==> config.mk <==
export PLATFORM = sky130hd
export DESIGN_NAME = sha1_engine
export DESIGN_NICKNAME = d
export VERILOG_FILES = /design/src/rtl/sha1_engine.sv
export SDC_FILE = /design/constraint.sdc
export NUM_CORES = 2
export LEC_CHECK = 0
export ABC_AREA = 1
export CORE_MARGIN = 2
export CORE_UTILIZATION = 35
export DETAILED_ROUTE_END_ITERATION = 16
export GPL_ROUTABILITY_DRIVEN = 0
export SYNTH_ARGS = -nofsm -noshare
export SYNTH_HDL_FRONTEND = slang
export SYNTH_SLANG_ARGS = --single-unit
==> constraint.sdc <==
create_clock -name clk_i -period 4.9 [get_ports clk_i]
set_input_delay 1.47 -clock clk_i [delete_from_list [all_inputs] [get_ports clk_i]]
set_output_delay 1.47 -clock clk_i [all_outputs]
set_load 0.01 [all_outputs]
==> src/rtl/sha1_engine.sv <==
// rtl/sha1_engine.sv - SHA-1 block engine with a register-mapped 512-bit message buffer
// Optional macro SHA1_BUSY_STALL_EN: writes while busy are stalled via reqready instead of errored.
module sha1_engine #(
    parameter int DataWidth = 64,
    parameter int AddrWidth = 32,
    parameter int ByteAlign = 1
) (
    input  logic                   clk_i,
    input  logic                   rst_ni,
    input  logic [DataWidth-1:0]   sha_s_reqdata_i,
    input  logic [AddrWidth-1:0]   sha_s_reqaddr_i,
    input  logic                   sha_s_reqvalid_i,
    input  logic                   sha_s_reqwrite_i,
    input  logic [DataWidth/8-1:0] sha_s_reqstrobe_i,
    output logic                   sha_s_reqready_o,
    input  logic                   sha_s_rspready_i,
    output logic                   sha_s_rspvalid_o,
    output logic [DataWidth-1:0]   sha_s_rspdata_o,
    output logic                   sha_s_rsperror_o,
    input  logic                   sha_init_i,
    input  logic                   sha_next_i,
    output logic                   sha_busy_o,
    output logic [159:0]           sha_digest_o,
    output logic                   sha_digestvalid_o,
    input  logic                   sha_digestack_i
);
    localparam int NumRegs   = 512 / DataWidth;
    localparam int AddrStep  = (ByteAlign != 0) ? DataWidth / 8 : DataWidth / 32;
    localparam int StrbWidth = DataWidth / 8;
    localparam int SelWidth  = $clog2(NumRegs);
    localparam logic [159:0] Iv = 160'h67452301_EFCDAB89_98BADCFE_10325476_C3D2E1F0;

    typedef enum logic [1:0] {IDLE, ROUND, UPDATE, DONE} state_e;

    state_e                 state_q, state_d;
    logic [DataWidth-1:0]   regs_q [NumRegs];
    logic [511:0]           block;
    logic [SelWidth-1:0]    sel;
    logic                   hit, start, wr_blocked, stall, wr_en, rsp_fire;
    logic [6:0]             t_q;
    logic [31:0]            a_q, b_q, c_q, d_q, e_q, f, k, temp, w_new;
    logic [31:0]            w_q [16];
    logic [159:0]           h_q, h_base;
    logic                   use_iv_q, digest_valid_q, rsp_valid_q;
    logic [DataWidth-1:0]   rsp_data_q;

    always_comb begin
        hit   = 1'b0;
        sel   = '0;
        block = '0;
        for (int r = 0; r < NumRegs; r++) begin
            if (sha_s_reqaddr_i == AddrWidth'(r * AddrStep)) begin
                hit = 1'b1;
                sel = SelWidth'(r);
            end
            block[r*DataWidth +: DataWidth] = regs_q[r];
        end
    end

`ifdef SHA1_BUSY_STALL_EN
    assign wr_blocked = 1'b0;
    assign stall      = sha_s_reqvalid_i & sha_s_reqwrite_i & sha_busy_o;
`else
    assign wr_blocked = sha_busy_o;
    assign stall      = 1'b0;
`endif

    // Gated by rst_ni so the error flag reads 0 (and reqready 1) throughout reset.
    assign sha_s_rsperror_o  = rst_ni & sha_s_reqvalid_i & sha_s_reqwrite_i & (~hit | wr_blocked);
    assign sha_s_reqready_o  = ~sha_s_rsperror_o & ~stall;
    assign wr_en             = sha_s_reqvalid_i & sha_s_reqwrite_i & hit & sha_s_reqready_o;
    assign rsp_fire          = sha_s_reqvalid_i & sha_s_rspready_i & hit & ~stall;
    assign start             = ((state_q == IDLE) || (state_q == DONE)) & (sha_init_i | sha_next_i);
    assign sha_s_rspvalid_o  = rsp_valid_q;
    assign sha_s_rspdata_o   = rsp_data_q;
    assign sha_digest_o      = h_q;
    assign sha_digestvalid_o = digest_valid_q;

    always_ff @(posedge clk_i or negedge rst_ni) begin
        if (!rst_ni) state_q <= IDLE;
        else         state_q <= state_d;
    end

    always_comb begin
        state_d = state_q;
        case (state_q)
            IDLE:    if (start) state_d = ROUND;
            ROUND:   if (t_q == 7'd79) state_d = UPDATE;
            UPDATE:  state_d = DONE;
            DONE: begin
                if (start)                state_d = ROUND;
                else if (sha_digestack_i) state_d = IDLE;
            end
            default: state_d = IDLE;
        endcase
    end

    always_comb begin
        sha_busy_o = (state_q == ROUND) || (state_q == UPDATE);
    end

    always_comb begin
        if (t_q < 7'd20) begin
            f = (b_q & c_q) | (~b_q & d_q);
            k = 32'h5A827999;
        end else if (t_q < 7'd40) begin
            f = b_q ^ c_q ^ d_q;
            k = 32'h6ED9EBA1;
        end else if (t_q < 7'd60) begin
            f = (b_q & c_q) | (b_q & d_q) | (c_q & d_q);
            k = 32'h8F1BBCDC;
        end else begin
            f = b_q ^ c_q ^ d_q;
            k = 32'hCA62C1D6;
        end
        temp   = {a_q[26:0], a_q[31:27]} + f + e_q + k + w_q[0];
        w_new  = w_q[13] ^ w_q[8] ^ w_q[2] ^ w_q[0];
        w_new  = {w_new[30:0], w_new[31]};
        h_base = use_iv_q ? Iv : h_q;
    end

    // H is only rewritten in UPDATE; an init pulse remembers to add onto the IV instead.
    always_ff @(posedge clk_i or negedge rst_ni) begin
        if (!rst_ni) begin
            t_q      <= '0;
            {a_q, b_q, c_q, d_q, e_q} <= '0;
            h_q      <= Iv;
            use_iv_q <= 1'b0;
            for (int i = 0; i < 16; i++) w_q[i] <= '0;
        end else begin
            case (state_q)
                ROUND: begin
                    a_q <= temp;
                    b_q <= a_q;
                    c_q <= {b_q[1:0], b_q[31:2]};
                    d_q <= c_q;
                    e_q <= d_q;
                    t_q <= t_q + 7'd1;
                    for (int i = 0; i < 15; i++) w_q[i] <= w_q[i+1];
                    w_q[15] <= w_new;
                end
                UPDATE: begin
                    h_q <= {h_base[159:128] + a_q, h_base[127:96] + b_q, h_base[95:64] + c_q,
                            h_base[63:32] + d_q, h_base[31:0] + e_q};
                end
                default: begin
                    if (start) begin
                        {a_q, b_q, c_q, d_q, e_q} <= sha_init_i ? Iv : h_q;
                        use_iv_q <= sha_init_i;
                        t_q      <= '0;
                        for (int i = 0; i < 16; i++) w_q[i] <= block[511-32*i -: 32];
                    end
                end
            endcase
        end
    end

    always_ff @(posedge clk_i or negedge rst_ni) begin
        if (!rst_ni) begin
            for (int r = 0; r < NumRegs; r++) regs_q[r] <= '0;
            rsp_valid_q    <= 1'b0;
            rsp_data_q     <= '0;
            digest_valid_q <= 1'b0;
        end else begin
            if (wr_en) begin
                for (int b = 0; b < StrbWidth; b++)
                    if (sha_s_reqstrobe_i[b]) regs_q[sel][8*b +: 8] <= sha_s_reqdata_i[8*b +: 8];
            end
            rsp_valid_q <= rsp_fire;
            if (rsp_fire) rsp_data_q <= regs_q[sel];
            digest_valid_q <= (state_q == DONE) & ~start & ~sha_digestack_i;
        end
    end
endmodule

# [After elaboration in Yosys (flattened, before gate mapping)]
# Index checks and enable logic that the tools add are counted.
# W data, S select, Z words.
[classes] addsub=10 magnitude_cmp=5 eq_ne=14 n_mux=84 bitwise=33 n_reduce_logical=10
[ops] operator="$mux W512" count=16
[ops] operator="$bwmux W512" count=8
[ops] operator="$demux W64 S3" count=8
[ops] operator="$pmux W512 S2" count=1
[ops] operator="$mux W32" count=11
[ops] operator="$mux W160" count=2
[ops] operator="$pmux W32 S2" count=5
[ops] operator="$add A32 B32 Y32" count=9
[ops] operator="$bmux W64 S3" count=1
[ops] operator="$mux W64" count=3
[ops] operator="$xor A32 B32 Y32" count=5
[ops] operator="$and A32 B32 Y32" count=4
[ops] operator="$eq A32 B6 Y1 const B" count=4
[ops] operator="$or A32 B32 Y32" count=3
[ops] operator="$eq A32 B5 Y1 const B" count=2
[ops] operator="$mux W56" count=1
[ops] operator="$mux W48" count=1
[ops] operator="$mux W40" count=1
[ops] operator="$eq A32 B4 Y1 const B" count=1
[ops] operator="$logic_not A32 Y1" count=1
[ops] operator="$not A32 Y32" count=1
[ops] operator="$mux W31" count=1
[ops] operator="$mux W24" count=1
[ops] operator="$mux W16" count=1
[ops] operator="other kinds (28)" count=65
[word_totals] register_bits=1420 in_bits=112 out_inout_bits=229 wordCells=192

# [Longest topological paths before layout]
[depth] word_depth=36 ltp_mapped=29 ltp_nobuf=28

# [Worst setup path after synthesis]
# OpenSTA, ideal clock, no wires.
[synth_timing] path_type="register to register" start="reg t_q[2]" end="reg a_q[25]" setup_time_ns=0.139 arrival_ns=4.810 required_time_ns=4.761 path_slack_ns=-0.048 path_stages_with_launch=28 path_buffers=1 period_less_slack_ns=4.948 cell_sequence="dfrtp_1 nand2_1 o21ai_0 inv_1 nand2_2 nand2_1 clkinv_1 buf_1 nand2_1 nand3_1 fa_1 inv_1 fa_1 fa_1 inv_1 ha_1 inv_1 fa_1 inv_1 nand3_1 nand2_1 a21oi_1 o21ai_0 nand3_1 nand3_1 nand2_1 nand3_1 a22oi_1"
[synth_via] elab_chain_len=9 elab_cells_between_ends=14 cone_classes="4 x add/sub; 3 x order compare; 7 x mux"
[synth_lines] element="from (decl)" line_no="40" source="logic [6:0] t_q;"
[synth_lines] element="from (signal assigned)" line_no="138" source="t_q <= t_q + 7'd1;"
[synth_lines] element="$lt A7 B6 Y1" line_no="109" source="end else if (t_q < 7'd60) begin"
[synth_lines] element="$mux W32" line_no="109"
[synth_lines] element="$mux W32" line_no="106" source="end else if (t_q < 7'd40) begin"
[synth_lines] element="$mux W32" line_no="103" source="if (t_q < 7'd20) begin"
[synth_lines] element="$add A32 B32 Y32 (2 in series)" line_no="116" source="temp = {a_q[26:0], a_q[31:27]} + f + e_q + k + w_q[0];"
[synth_lines] element="$add A32 B32 Y32 (*) (2 in series)" line_no="116"
[synth_lines] element="$pmux W32 S2 (*)" line_no="131" source="case (state_q)"
[synth_lines] element="to (signal assigned)" line_no="133" source="a_q <= temp;"
[synth_lines] element="to (signal assigned)" line_no="148" source="{a_q, b_q, c_q, d_q, e_q} <= sha_init_i ? Iv : h_q;"
[synth_lines] element="to (decl)" line_no="41" source="logic [31:0] a_q, b_q, c_q, d_q, e_q, f, k, temp, w_new;"
# Mark *: on every way between the ends. The rest lies on a longest branch, timed or not.
# A chain may end at the register's enable or synchronous reset.

# [Final worst setup path]
[layout_timing] start="reg t_q[5]" end="reg a_q[22]"
# The elaborated chain is that of the path after synthesis.

==> metrics.txt <==
status=complete, no violations; global-route wire length before repair=488 mm; yosys warns=0; Synthesized Nets=11000; Initial Utilization=35.2%; Max IR drop VDD=1.50 mV; nets@finish=11300; Worst Slack Setup Final=0.0613 ns; cell count after synthesis=10600; met1 wire length=137 mm; worst slack, placed=-0.322 ns; share of cells above drive strength 1=9.20%; critical path startpoint category=register; top cells by area, synth=dfrtp_1 (41%), nand2_1 (14%), nand3_1 (6.5%); vias in the first global route=74000; Sequential cell area=35600 sq um; port bufs=340; post-DP HPWL=233 mm; WL final=328 mm; fin util=41.7%; most common cell in the netlist=nand2_1; max-slew violations=0; post-synthesis average cell area=7.68 sq um; Crit. End Element=register; via density per instance=5.64; worst hold path class=reg -> reg; htree depth=4; Final Hold Slack=0.480 ns; Overall Global Routing Usage=27.2%; TritonCTS clock tree=built; Primary FF master, synth=dfrtp_1; WP data required=5.56 ns; final critical-path required period=4.84 ns; Worst Path Arrival=5.50 ns; DR WL/cell=23.4 um; highest metal used=met5; CP max FO=17; hold buffers post-CTS=0; initial antenna violation count=21; met2 wire len=136 mm; largest net degree at the start of global routing=236; total die area=236000 sq um; R2R Setup Slk=0.06 ns; RSZ-0062 raised after global routing=true; Max clock buf depth=3; final hold viol count=0; Root Buffer=clkbuf_16; Sink Count=1420; Yosys top cell by area=dfrtp_1; via count=78900; clock latency on the worst-skew pair=0.87 ns; final setup violation count=0; Max transition margin=12.3%; R2R cell count=25; Min-Delay Path Depth=2; share of the synthesized area in the top cell type=41.3%; ports placed on the boundary=341; Max Clk Rate=207 MHz; metal3 WL=38.0 mm; Die H=485 um; Synth Register Bits=1420; post-synth cell types=44; fin crit share=98.7%; TritonCTS Buffers=166; pwr/cell area=909 nW/um^2; core area=230000 sq um; Post-synth EDFFs=0; Pleak=45.2 nW; 1st-iter DRT viols=10200; critical path class=reg -> reg; DRT antenna net count=0; DRC Markers=0; top post-synthesis cells by count=nand2_1 (2955), dfrtp_1 (1340), nand3_1 (1048); FFs w/ async S/R, synth=100%; num rows=176; Mapped Area=81100 sq um; Clock transition at path regs=0.06 ns; clk_skew=0.0913 ns; Max-Cap Viols=0; synthesis-to-finish area growth=18.2%; # fillers=23000; total congestion overflow=0; post-synthesis sequential area ratio=43.9%; worst slew pin tran=1.32 ns; TNS Setup=0 ns; DIE WIDTH=485 um; multi-input logic area=39900 sq um; drt first pass iters=9
[placed cells by master, fill, tap and decap left out, types with 32 or more instances in the layout]
master,n
nand2_1,2937
buf_12,61
clkbuf_16,166
nor2_1,789
buf_4,328
inv_1,956
o211ai_1,282
clkdlybuf4s50_1,337
nand4_1,159
dfrtp_1,1338
or2_2,137
o22ai_1,54
xnor2_1,138
o221ai_1,92
clkbuf_1,46
a31oi_1,278
fa_1,124
dfstp_2,80
o21ai_0,595
nand3b_1,32
a21oi_1,340
xor2_1,35
ha_1,184
nor3_1,42
nand3_1,1039
[final timing paths]
| path | startpoint | end |
|---|---|---|
| worst max-delay path | t_q[5]$_DFFE_PN0P_ | a_q[22]$_DFFE_PN0P_ |
| worst min-delay path | w_q[28]$_DFFE_PN0P_ | w_q[28]$_DFFE_PN0P_ |
| worst max register to register | t_q[5]$_DFFE_PN0P_ | a_q[22]$_DFFE_PN0P_ |
| worst min register to register | w_q[28]$_DFFE_PN0P_ | w_q[28]$_DFFE_PN0P_ |
| max in group asynchronous | rst_ni | block[161]$_DFFE_PN0P_ |
| min in group asynchronous | rst_ni | sha_digest_o[110]$_DFFE_PN0N_ |
[layout make-up]
cell class | count | area share [%]
repair buffers | 733 | 7.47
clock inverters | 57 | 0.949
clock buffers | 243 | 4.96
flip-flops and latches | 1420 | 37.2
well taps | 3026 | 3.95
diodes | 10 | 0.0261
inverters | 976 | 3.85
multi-input cells | 7521 | 41.6
[power breakdown]
part / leakage [nW] / switching (W) / internal, W
clock: 2.73 / 0.00559 / 0.00739
sequential: 18.5 / 0.00382 / 0.0154
combinational: 24.0 / 0.0349 / 0.0201
total: 45.2 / 0.0443 / 0.0429
[stage by stage]
stage / power [W] / area (sq um) / std cells
3_3_place_gp: 0.0692 / 89600 / 13700
6_report: 0.0872 / 95900 / 14000
2_1_floorplan: 0.0511 / 81100 / 10600
4_1_cts: 0.0834 / 95300 / 14000
5_1_grt: 0.0931 / 95800 / 14000
3_5_place_dp: 0.0698 / 89600 / 13700
[sequential cells by signal (all words and copies together) (netlist names)]
| register | count |
|---|---|
| a_q | 32 |
| b_q | 32 |
| block | 512 |
| c_q | 32 |
| d_q | 32 |
| e_q | 32 |
| sha_digest_o | 160 |
| sha_digestvalid_o | 1 |
| sha_s_rspdata_o | 64 |
| sha_s_rspvalid_o | 1 |
| state_q | 2 |
| t_q | 7 |
| use_iv_q | 1 |
| w_q | 512 |
[per-layer routing]
layer  track usage [%]  vias to the layer above
li1                  -                    35400
met1              37.9                    38200
met2              39.0                     4487
met3              7.59                      836
met4              12.3                       30
met5                 0                        -
[critical path, stage by stage (launching register included)]
cell and delay (ns):
dfrtp_1 0.42, nand2_1 0.09, o21ai_2 0.18, inv_2 0.08, nand2_4 0.13, nand2_4 0.09, buf_12 0.17, nor2_1 0.10
nor3_1 0.06, buf_4 0.16, fa_1 0.47, fa_1 0.52, inv_1 0.06, fa_1 0.50, inv_1 0.06, ha_1 0.31
nand2_1 0.13, buf_4 0.17, nor2_2 0.12, inv_1 0.08, nor2_2 0.16, nand3_1 0.14, nand3_1 0.13, a21oi_1 0.07
o21ai_1 0.16, a31oi_1 0.09
[kinds of logic after synthesis]
logic type	Yosys count	share of synthesized area, %
xor gates and xnor gates	174	1.88
DFF	1420	43.9
and+or+nand+nor	5214	27.0
AOI/OAI and AO/OA	1812	13.5
buffers and inverters	1619	7.64
adders and majority gates	321	6.11
[timing repair]
action	CTS	global route
setup endpoints to repair	24	29
gates resized for setup	18	121
buffers inserted	0	10
pin swaps	1	19
No activity file was read; power rests on OpenSTA's default activity.
